## src/rtl/bus_arbiter.sv

```systemverilog
// Two-master arbiter for the system data bus (bridge -> DM / TC0 / TC1).
// Master 0 is the CPU M-stage data port, master 1 a secondary requester
// (DMA / debug loader). Ownership is held in a registered state machine with
// round-robin tie breaking and bounded locked bursts. The selected master's
// fields are steered to the bus in the same cycle its grant is high.
module bus_arbiter #(
  parameter int unsigned AW       = 32,
  parameter int unsigned DW       = 32,
  parameter int unsigned MAX_HOLD = 4
) (
  input  logic            clk,
  input  logic            reset,
  input  logic            m0_req,
  input  logic            m0_lock,
  input  logic [AW-1:0]   m0_addr,
  input  logic [DW-1:0]   m0_wdata,
  input  logic [DW/8-1:0] m0_byteen,
  output logic            m0_gnt,
  output logic [DW-1:0]   m0_rdata,
  input  logic            m1_req,
  input  logic            m1_lock,
  input  logic [AW-1:0]   m1_addr,
  input  logic [DW-1:0]   m1_wdata,
  input  logic [DW/8-1:0] m1_byteen,
  output logic            m1_gnt,
  output logic [DW-1:0]   m1_rdata,
  output logic [AW-1:0]   bus_addr,
  output logic [DW-1:0]   bus_wdata,
  output logic [DW/8-1:0] bus_byteen,
  input  logic [DW-1:0]   bus_rdata
);

  // Counter is at least one bit wide so MAX_HOLD=1 still elaborates cleanly.
  localparam int unsigned CW = (MAX_HOLD > 1) ? $clog2(MAX_HOLD) : 1;
  localparam logic [CW-1:0] HOLD_LAST = CW'(MAX_HOLD - 1);
  localparam logic [CW-1:0] CNT_ONE   = CW'(1);

  typedef enum logic [1:0] {
    IDLE = 2'd0,
    OWN0 = 2'd1,
    OWN1 = 2'd2
  } state_t;

  state_t        state_r;
  logic [CW-1:0] hold_cnt_r;
  logic          last_r;

  // Ownership state machine; grants are registered alongside the state.
  always_ff @(posedge clk) begin
    if (reset) begin
      state_r    <= IDLE;
      hold_cnt_r <= '0;
      last_r     <= 1'b1;
      m0_gnt     <= 1'b0;
      m1_gnt     <= 1'b0;
    end else begin
      case (state_r)
        IDLE: begin
          hold_cnt_r <= '0;
          if (m0_req && m1_req) begin
            // Tie goes to the master that was not served last.
            state_r <= last_r ? OWN0 : OWN1;
            m0_gnt  <= last_r;
            m1_gnt  <= ~last_r;
          end else if (m0_req) begin
            state_r <= OWN0;
            m0_gnt  <= 1'b1;
            m1_gnt  <= 1'b0;
          end else if (m1_req) begin
            state_r <= OWN1;
            m0_gnt  <= 1'b0;
            m1_gnt  <= 1'b1;
          end else begin
            state_r <= IDLE;
            m0_gnt  <= 1'b0;
            m1_gnt  <= 1'b0;
          end
        end
        OWN0: begin
          if (m0_req) begin
            last_r <= 1'b0;
            if (m0_lock && !m1_req) begin
              state_r    <= OWN0;
              hold_cnt_r <= '0;
              m0_gnt     <= 1'b1;
              m1_gnt     <= 1'b0;
            end else if (m0_lock && (hold_cnt_r < HOLD_LAST)) begin
              state_r    <= OWN0;
              hold_cnt_r <= hold_cnt_r + CNT_ONE;
              m0_gnt     <= 1'b1;
              m1_gnt     <= 1'b0;
            end else if (m1_req) begin
              state_r    <= OWN1;
              hold_cnt_r <= '0;
              m0_gnt     <= 1'b0;
              m1_gnt     <= 1'b1;
            end else begin
              state_r    <= IDLE;
              hold_cnt_r <= '0;
              m0_gnt     <= 1'b0;
              m1_gnt     <= 1'b0;
            end
          end else begin
            // Owner withdrew: no transfer, so last served is unchanged.
            hold_cnt_r <= '0;
            state_r    <= m1_req ? OWN1 : IDLE;
            m0_gnt     <= 1'b0;
            m1_gnt     <= m1_req;
          end
        end
        OWN1: begin
          if (m1_req) begin
            last_r <= 1'b1;
            if (m1_lock && !m0_req) begin
              state_r    <= OWN1;
              hold_cnt_r <= '0;
              m0_gnt     <= 1'b0;
              m1_gnt     <= 1'b1;
            end else if (m1_lock && (hold_cnt_r < HOLD_LAST)) begin
              state_r    <= OWN1;
              hold_cnt_r <= hold_cnt_r + CNT_ONE;
              m0_gnt     <= 1'b0;
              m1_gnt     <= 1'b1;
            end else if (m0_req) begin
              state_r    <= OWN0;
              hold_cnt_r <= '0;
              m0_gnt     <= 1'b1;
              m1_gnt     <= 1'b0;
            end else begin
              state_r    <= IDLE;
              hold_cnt_r <= '0;
              m0_gnt     <= 1'b0;
              m1_gnt     <= 1'b0;
            end
          end else begin
            hold_cnt_r <= '0;
            state_r    <= m0_req ? OWN0 : IDLE;
            m0_gnt     <= m0_req;
            m1_gnt     <= 1'b0;
          end
        end
        default: begin
          state_r    <= IDLE;
          hold_cnt_r <= '0;
          m0_gnt     <= 1'b0;
          m1_gnt     <= 1'b0;
        end
      endcase
    end
  end

  // Steer the owner's fields to the bus; byte enables also need a live request.
  always_comb begin
    bus_addr   = '0;
    bus_wdata  = '0;
    bus_byteen = '0;
    if (m0_gnt) begin
      bus_addr   = m0_addr;
      bus_wdata  = m0_wdata;
      bus_byteen = m0_byteen & {(DW/8){m0_req}};
    end else if (m1_gnt) begin
      bus_addr   = m1_addr;
      bus_wdata  = m1_wdata;
      bus_byteen = m1_byteen & {(DW/8){m1_req}};
    end else begin
      bus_addr   = '0;
      bus_wdata  = '0;
      bus_byteen = '0;
    end
  end

  // Return read data only to the current owner.
  always_comb begin
    m0_rdata = '0;
    m1_rdata = '0;
    if (m0_gnt) begin
      m0_rdata = bus_rdata;
    end else if (m1_gnt) begin
      m1_rdata = bus_rdata;
    end else begin
      m0_rdata = '0;
      m1_rdata = '0;
    end
  end

endmodule
```

## config.mk

```make
export PLATFORM = sky130hd
export DESIGN_NAME = bus_arbiter
export DESIGN_NICKNAME = d
export VERILOG_FILES = /design/src/rtl/bus_arbiter.sv
export SDC_FILE = /design/constraint.sdc
export NUM_CORES = 1
export LEC_CHECK = 0
export ABC_CLOCK_PERIOD_IN_PS = 1200
export BUFFER_PORTS_ARGS = -buffer_cell sky130_fd_sc_hd__buf_2
export CORE_AREA = 2 2 121 123
export DETAILED_ROUTE_END_ITERATION = 8
export DIE_AREA = 0 0 123 125
export PLACE_DENSITY_LB_ADDON = 0.08
export SKIP_CTS_REPAIR_TIMING = 1
export SLEW_MARGIN = 20
export SYNTH_ARGS = -nofsm -noshare
export SYNTH_HDL_FRONTEND = slang
export SYNTH_SLANG_ARGS = --single-unit
```

## constraint.sdc

```tcl
create_clock -name clk -period 1.2 [get_ports clk]
set_input_delay 0.24 -clock clk [delete_from_list [all_inputs] [get_ports clk]]
set_output_delay 0.24 -clock clk [all_outputs]
set_load 0.05 [all_outputs]
```

==> results of run 1 <==
## synth_stat cells
library cell  number  share of area (%)
a211o_1            1               0.54
a21oi_1            9                2.8
a22o_1            62                 33
and2_1            64                 25
and2b_1            1               0.46
buf_12             7                8.6
buf_2              3               0.92
buf_4              2               0.92
clkbuf_1           9                2.1
clkbuf_2           3               0.92
dfxtp_1            7                8.6
ha_1               5                3.8
inv_1              5                1.2
nand2_1           11                2.5
nand2b_1           1               0.38
nand3_1            9                2.8
nor2_1             4               0.92
nor2b_4            1               0.85
o21ai_0            9                2.8
o21bai_1           1               0.46
o2bb2ai_1          1               0.54
## per-stage QoR
stage | power, mW | util [%] | setup slack, ps
floorplan | 1.96 | - | -281
global placement | 2.63 | 26.4 | -286
detailed placement | 2.62 | 26.4 | -310
CTS | 3.19 | 26.9 | -556
global route | 3.77 | 33.3 | -456
finish | 3.61 | 33.3 | -412
## metal layers
layer  up-vias  routed length [um]  global-route usage, %
met5         -                   0                      0
met1      1292                3650                   11.9
li1       1388                   -                      -
met4         0                  64                  0.869
met3         6                 875                   2.14
met2       154                5480                   21.3
## flip-flops by register name (all words and copies together) (netlist names)
signal / count
hold_cnt_r: 2
last_r: 1
m0_gnt: 1
m1_gnt: 1
state_r: 2
## power groups by stage
stage / Clock [mW] / Combinational, mW / Sequential (mW)
floorplan: 0 / 1.68 / 0.281
global placement: 0 / 2.36 / 0.264
detailed placement: 0 / 2.36 / 0.263
CTS: 0.568 / 2.36 / 0.260
global route: 0.585 / 2.92 / 0.264
finish: 0.556 / 2.79 / 0.262
## final cells by class
cell class	count	area [um^2]	share of cell area (%)
repair buffers	325	2660	56.2
well taps	184	230	4.86
inverters	5	18.8	0.396
clock buffers	4	78.8	1.66
multi-input cells	179	1600	33.7
flip-flops and latches	7	149	3.14
## cell families after synthesis
kind of cell	share of synthesized area [%]
adder cells (fa/ha/maj)	3.84
AND/OR/NAND/NOR	32.5
flip-flops	8.61
buffers and inverters	14.6
AO/OA/AOI/OAI	40.4
## path summary, 6_finish.rpt
path                  from            end  slack (ps)  cells after the start
max                 m1_gnt    bus_addr[3]        -410                      5
min                  reset         last_r         240                      2
max reg2reg     state_r[1]  hold_cnt_r[0]          10                      5
min reg2reg  hold_cnt_r[0]  hold_cnt_r[0]         420                      1
==> results_dict.tcl, run 1 <==
set metrics [dict create \
    syn_nets 394 \
    placed_cells 697 \
    final_cells 704 \
    clk_path_buf_depth 2 \
    synth_area_um2 1630 \
    start_kind "flip-flop" \
    drive_above_1_share_pct 90.4 \
    drc 0 \
    portBuffers 307 \
    cp-end-kind "primary output" \
    max_freq_ghz 0.620 \
    cp_data_required_time_ps 960 \
    power.switching_mw 1.74 \
    min_period_ps 1610 \
    grt_max_degree 41 \
    cts_tree "yes" \
    grt_use_total_pct 10.7 \
    status "complete, but fails checks" \
    viasPerCell 4.03 \
    whs_ps 240 \
    clk_pin_slew_worst_paths_ps 30 \
    maxCapViolCount 0 \
    crit_type "reg2out" \
    ir_worst_vdd_mv 0.568 \
    cp_top_family "buffers and inverters" \
    hold_violations 0 \
    worst_slew_pin_slew_ps 307 \
    wl_per_cell_um 14.3 \
    gp_congestion 0.837 \
    num_io_pins 308 \
    grt_overflow 0 \
    dieArea_um2 15400 \
    layout_commonest_cell "buf_2" \
    p_leak_nw 2.43 \
    finalInstanceArea_um2 4730 \
    numCtsBuffers 3 \
    syn_to_final_growth_pct 191 \
    clock_skew_ps 0.779 \
    final_cell_mix "buf_2, and2_4, buf_6" \
    antenna_cells 0 \
    p_comb_share_pct 77.3 \
    violations "negative setup slack" \
    cts.sinks 7 \
    yosysSeqAreaShare_pct 8.61 \
    cpMostUsedCell "buf_12" \
    cp_max_fo 26 \
    ant_nets 0 \
    ys_warn_count 0 \
    grt_pass1_wl_mm 13.1 \
    setup_viol 134 \
    coreArea_um2 14200 \
    first_iter_violations 73 \
    vias 2840 \
    cp_data_arrival_time_ps 1370 \
    dr.pass1.iters 4 \
    wl_mm 10.1 \
    fill_cells 1485 \
    path_cells "nor2b_4 > buf_12 > buf_12 > a22o_2 > buf_4" \
    power_density_nw_per_um2 761 \
    die_w_um 123 \
    cts_htree_levels 1 \
    ys_ff_latch 7 \
    syn_inst 215 \
    synth_area_per_cell_um2 7.57 \
    rsz0062_at_grt "yes" \
    critPathBufInv 3 \
    min_period_over_period_pct 134 \
    postPlaceCellArea_um2 3750 \
    dp_hpwl_mm 8.12 \
    yosysUniqueCellTypes 21 \
    slew_viol_final 0 \
    sw_frac_of_total_pct 48.3 \
    die_height_um 125 \
    setup-tns-final_ps -49480 \
    power_frac_clock_pct 15.4 \
    internal_power_mw 1.86 \
    antenna_found_initial 0 \
    crit_path_top_delay_cell "dfxtp_4" \
    grt_pass1_vias 2509 \
    slew_headroom_pct 79.5 \
    clk-insertion-delay-late_ps 230 \
    fp-row-count 44 \
    start_util_pct 11.5 \
    final_nets 700 \
    cpPeakStageDelay_ps 330 \
    setup_slack_ps -412 \
    p_seq_share_pct 7.3 \
    clockRootBuffer "clkbuf_16" \
    hold_class "in2reg" \
]
Note: power is estimated with default switching activity, not from simulation.
==> run 2, diff against run 1 <==
BUFFER_PORTS_ARGS = unset   (was -buffer_cell sky130_fd_sc_hd__buf_2)
DONT_BUFFER_PORTS = 1   (was unset)
PLACE_DENSITY_LB_ADDON = 0.12   (was 0.08)
==> run 2 against run 1 <==
The flow still finishes with violations (negative setup slack). Design area fell by 25%. First-iteration DRC count fell by 48%. Critical path depth did not move. Via count fell by 31%. Largest cell class is now multi-input combinational cells.
==> results_dict.tcl, run 2 (same netlist as run 1, synthesis figures left out) <==
set metrics [dict create \
    status "complete, but fails checks" \
    violations "negative setup slack" \
    clock_skew_ps 1.81 \
    syn_to_final_growth_pct 118 \
    max_freq_ghz 0.619 \
    portBuffers 0 \
    fin_util_pct 25.0 \
    rrSetupSlack_ps 30 \
    grt_max_degree 63 \
    numCtsBuffers 3 \
    min_period_ps 1610 \
    grt_overflow 0 \
    antenna_found_initial 0 \
    cp_data_arrival_time_ps 1370 \
    cp_max_fo 14 \
    min_to "last_r" \
    viasPerCell 4.46 \
    cp_data_required_time_ps 960 \
    die_w_um 123 \
    finalInstanceArea_um2 3550 \
    antenna_cells 0 \
    wl_per_cell_um 20.9 \
    vias 1962 \
    clk_path_buf_depth 2 \
    p_leak_nw 1.53 \
    fill_cells 1495 \
    layout_commonest_cell "and2_4" \
    first_iter_violations 38 \
    power_density_nw_per_um2 937 \
    setup_viol 132 \
    regArea_um2 154 \
    clockRootBuffer "clkbuf_16" \
    postPlaceCellArea_um2 2690 \
    gp_congestion 0.748 \
    slew_viol_final 0 \
    dr.pass1.iters 4 \
    hold_violations 0 \
    crit_type "reg2out" \
    fin_total_pwr_mw 3.33 \
    clk_pin_slew_worst_paths_ps 40 \
    cp-end-kind "primary output" \
    die_height_um 125 \
    min_period_over_period_pct 135 \
    coreArea_um2 14200 \
    r2r-start "state_r[0]" \
    multi_input_area_um2 1980 \
    start_kind "flip-flop" \
    reg.largest.list "hold_cnt_r x2, state_r x2" \
    fp-row-count 44 \
    rsz0062_at_grt "yes" \
    start_util_pct 11.5 \
    num_io_pins 308 \
    cts.sinks 7 \
    hold_start "reset" \
    r2r-end "hold_cnt_r[1]" \
    drive_above_1_share_pct 82.8 \
    final_cell_mix "and2_4, a22o_4, buf_12" \
    grt_pass1_wl_mm 9.10 \
    wl_mm 9.19 \
    dp_hpwl_mm 5.97 \
    grt_use_total_pct 7.69 \
    slew_headroom_pct 83.9 \
    maxCapViolCount 0 \
    hold_class "in2reg" \
    cts_htree_levels 1 \
    ant_nets 0 \
    setup_slack_ps -415 \
    drc 0 \
    placed_cells 418 \
    ir_worst_vdd_mv 0.477 \
    final_nets 436 \
    dieArea_um2 15400 \
    final_cells 440 \
    clk-insertion-delay-late_ps 230 \
    rr_worst_depth 5 \
    worst_slew_pin_slew_ps 242 \
    holdPathStages 1 \
    grt_pass1_vias 1601 \
    cts_tree "yes" \
]
## run 2: cell types whose count changed in the layout (fill, tap and decap cells not counted), moves of 25 or more
cell | before | now
buf_2 | 175 | 0
a22o_4 | 6 | 51
a22o_2 | 56 | 11
buf_12 | 12 | 37
buf_8 | 32 | 2
buf_6 | 62 | 8
## run 2: worst max-delay path, cell delays in order (launching register included)
cell,delay (ps)
dfxtp_4,360
nor2b_4,150
buf_6,150
buf_12,160
a22o_2,170
buf_12,140
## run 2: layout make-up
class                   count  area share (%)
flip-flops and latches      7            4.33
multi-input cells         179            55.7
well taps                 184            6.48
clock buffers               4            2.22
inverters                   5           0.528
repair buffers             61            30.7
## run 2: worst max path at each step
stage / start / to / slack, ps / cells past startpoint
2_1_floorplan: m0_gnt / bus_addr[0] / -280 / 5
3_3_place_gp: m0_gnt / bus_addr[2] / -200 / 3
3_5_place_dp: m0_gnt / bus_addr[2] / -220 / 3
4_1_cts: m1_gnt / bus_wdata[23] / -470 / 4
5_1_grt: m1_gnt / bus_addr[5] / -440 / 5
6_report: m0_gnt / bus_addr[31] / -410 / 5
## run 2: per-stage QoR
step | hold slack (ps) | setup slack (ps) | setup TNS, ps
6_report | 119 | -415 | -42320
5_1_grt | 122 | -438 | -46920
4_1_cts | 119 | -466 | -46930
3_5_place_dp | 359 | -215 | -13940
3_3_place_gp | 357 | -202 | -12900
2_1_floorplan | 347 | -281 | -28300
## run 2: power breakdown
| part | switching (mW) | leakage, nW | internal [mW] |
|---|---|---|---|
| sequential | 0.0189 | 0.0603 | 0.248 |
| clock | 0.128 | 0.0382 | 0.442 |
| combinational | 1.52 | 1.43 | 0.975 |
## run 2: layer usage
metal / global-route usage, % / part of all wire [%]
met5: 0 / 0
met4: 1.00 / 0.25
met3: 2.33 / 8.4
met2: 12.5 / 52
met1: 10.2 / 40
==> run 3, diff against run 2 <==
--- a/config.mk
+++ b/config.mk
@@ -13,3 +13,2 @@
 export PLACE_DENSITY_LB_ADDON = 0.12
-export SKIP_CTS_REPAIR_TIMING = 1
 export SLEW_MARGIN = 20
==> constraint.sdc (replaced) <==
create_clock -name clk -period 1.2 [get_ports clk]
set_input_delay 0 -clock clk [delete_from_list [all_inputs] [get_ports clk]]
set_output_delay 0 -clock clk [all_outputs]
set_load 0.05 [all_outputs]
==> run 3 against run 2 <==
The run still ends with negative setup slack left. Critical path depth unchanged. Utilization down 1.9 points. Cell count down 3.0%. Global-route usage down 0.12 points. Non-clock buffer count down 13. Largest power group unchanged.
==> results_dict.tcl, run 3 (same netlist as run 1, synthesis figures left out) <==
set metrics [dict create \
    status "complete, but fails checks" \
    violations "negative setup slack" \
    die_height_um 125 \
    clk-insertion-delay-late_ps 230 \
    cp_data_arrival_time_ps 1380 \
    min_period_over_period_pct 115 \
    max_freq_ghz 0.725 \
    cp-end-kind "primary output" \
    crit_type "reg2out" \
    maxCapViolCount 0 \
    ir_worst_vdd_mv 0.688 \
    viasPerCell 4.54 \
    multi_input_area_um2 1940 \
    grt_pass1_vias 1619 \
    drc 0 \
    final_cell_mix "and2_4, a22o_4, buf_12" \
    rsz0062_at_grt "yes" \
    dr.pass1.iters 4 \
    gp_congestion 0.723 \
    fp-row-count 44 \
    first_iter_violations 52 \
    dp_hpwl_mm 5.41 \
    finalInstanceArea_um2 3290 \
    min_period_ps 1380 \
    r2r-start "hold_cnt_r[0]" \
    regArea_um2 151 \
    cts_tree "yes" \
    start_util_pct 11.5 \
    grt_pass1_wl_mm 9.14 \
    setup_viol 130 \
    vias 1940 \
    numCtsBuffers 3 \
    syn_to_final_growth_pct 102 \
    crit_start "m1_gnt" \
    cp_max_fo 24 \
    fill_cells 1545 \
    ant_nets 0 \
    portBuffers 0 \
    power_density_nw_per_um2 964 \
    clk_pin_slew_worst_paths_ps 40 \
    grt_use_total_pct 7.58 \
    hold_class "in2reg" \
    wl_per_cell_um 19.7 \
    final_nets 423 \
    placed_cells 402 \
    start_kind "flip-flop" \
    wl_mm 8.41 \
    layout_commonest_cell "and2_4" \
    cts.sinks 7 \
    antenna_cells 0 \
    postPlaceCellArea_um2 2390 \
    die_w_um 123 \
    hold_start "m0_req" \
    num_io_pins 308 \
    clockRootBuffer "clkbuf_16" \
    worst_slew_pin_slew_ps 385 \
    slew_viol_final 0 \
    grt_max_degree 57 \
    cp_data_required_time_ps 1200 \
    drive_above_1_share_pct 81.5 \
    clk_path_buf_depth 2 \
    slew_headroom_pct 74.3 \
    cts_htree_levels 1 \
    grt_overflow 0 \
    final_cells 427 \
    reg.largest.list "hold_cnt_r x2, state_r x2" \
    clock_skew_ps 2.15 \
    dieArea_um2 15400 \
    antenna_found_initial 0 \
    coreArea_um2 14200 \
    hold_violations 0 \
    p_leak_nw 1.38 \
    setup_slack_ps -179 \
]
run 3: path summary, 6_finish.rpt:
check	to	slack (ps)	cells after the start
min reg2reg	hold_cnt_r[0]	400	1
min	last_r	7	3
max reg2reg	hold_cnt_r[0]	30	5
max	bus_wdata[31]	-180	5
run 3: layout make-up:
class	count	share of cell area, %
multi-input combinational	179	58.9
timing repair buffer	48	26.5
inverter	5	0.647
clock buffer	4	2.40
sequential	7	4.61
tap	184	7.00
run 3: where the power goes:
| part | switching (mW) | total, mW | internal [mW] |
|---|---|---|---|
| clock network | 0.127 | 0.569 | 0.442 |
| registers | 0.0211 | 0.270 | 0.249 |
| logic | 1.48 | 2.33 | 0.846 |
run 3: per-layer routing:
metal,GRT usage (%),routed length [um],vias to the layer above
met5,0,0,-
met4,0.602,15,0
met3,1.78,832,2
met2,13.6,4400,158
met1,9.46,3170,941
li1,-,-,839
run 3: worst max-delay path, stage by stage (launching register included):
cell,delay (ps)
dfxtp_4,330
nor2b_4,130
buf_4,130
buf_12,150
a22o_4,240
buf_12,150
run 3: timing repair:
action | 4_1_cts | 5_1_grt
buffers inserted | 2 | 5
resized for setup | 41 | 68
pin swaps | 10 | 36
cloned | 2 | 9
hold buffers | 3 | 0
endpoints found under the setup margin | 111 | 139
hold endpoints to repair | 7 | 0
run 3: per-stage QoR:
stage / worst slack [ps] / TNS [ps] / util (%) / hold slack (ps) / total power, mW
floorplan: -42.5 / -2540 / - / 107 / 1.91
CTS: -193 / -15700 / 18.8 / 11.7 / 2.88
global route: -214 / -19910 / 23.1 / 22.4 / 3.29
global placement: -18.7 / -44.6 / 16.8 / 112 / 2.19
detailed placement: -43.1 / -97.5 / 16.8 / 116 / 2.18
finish: -179 / -14370 / 23.1 / 7.29 / 3.17
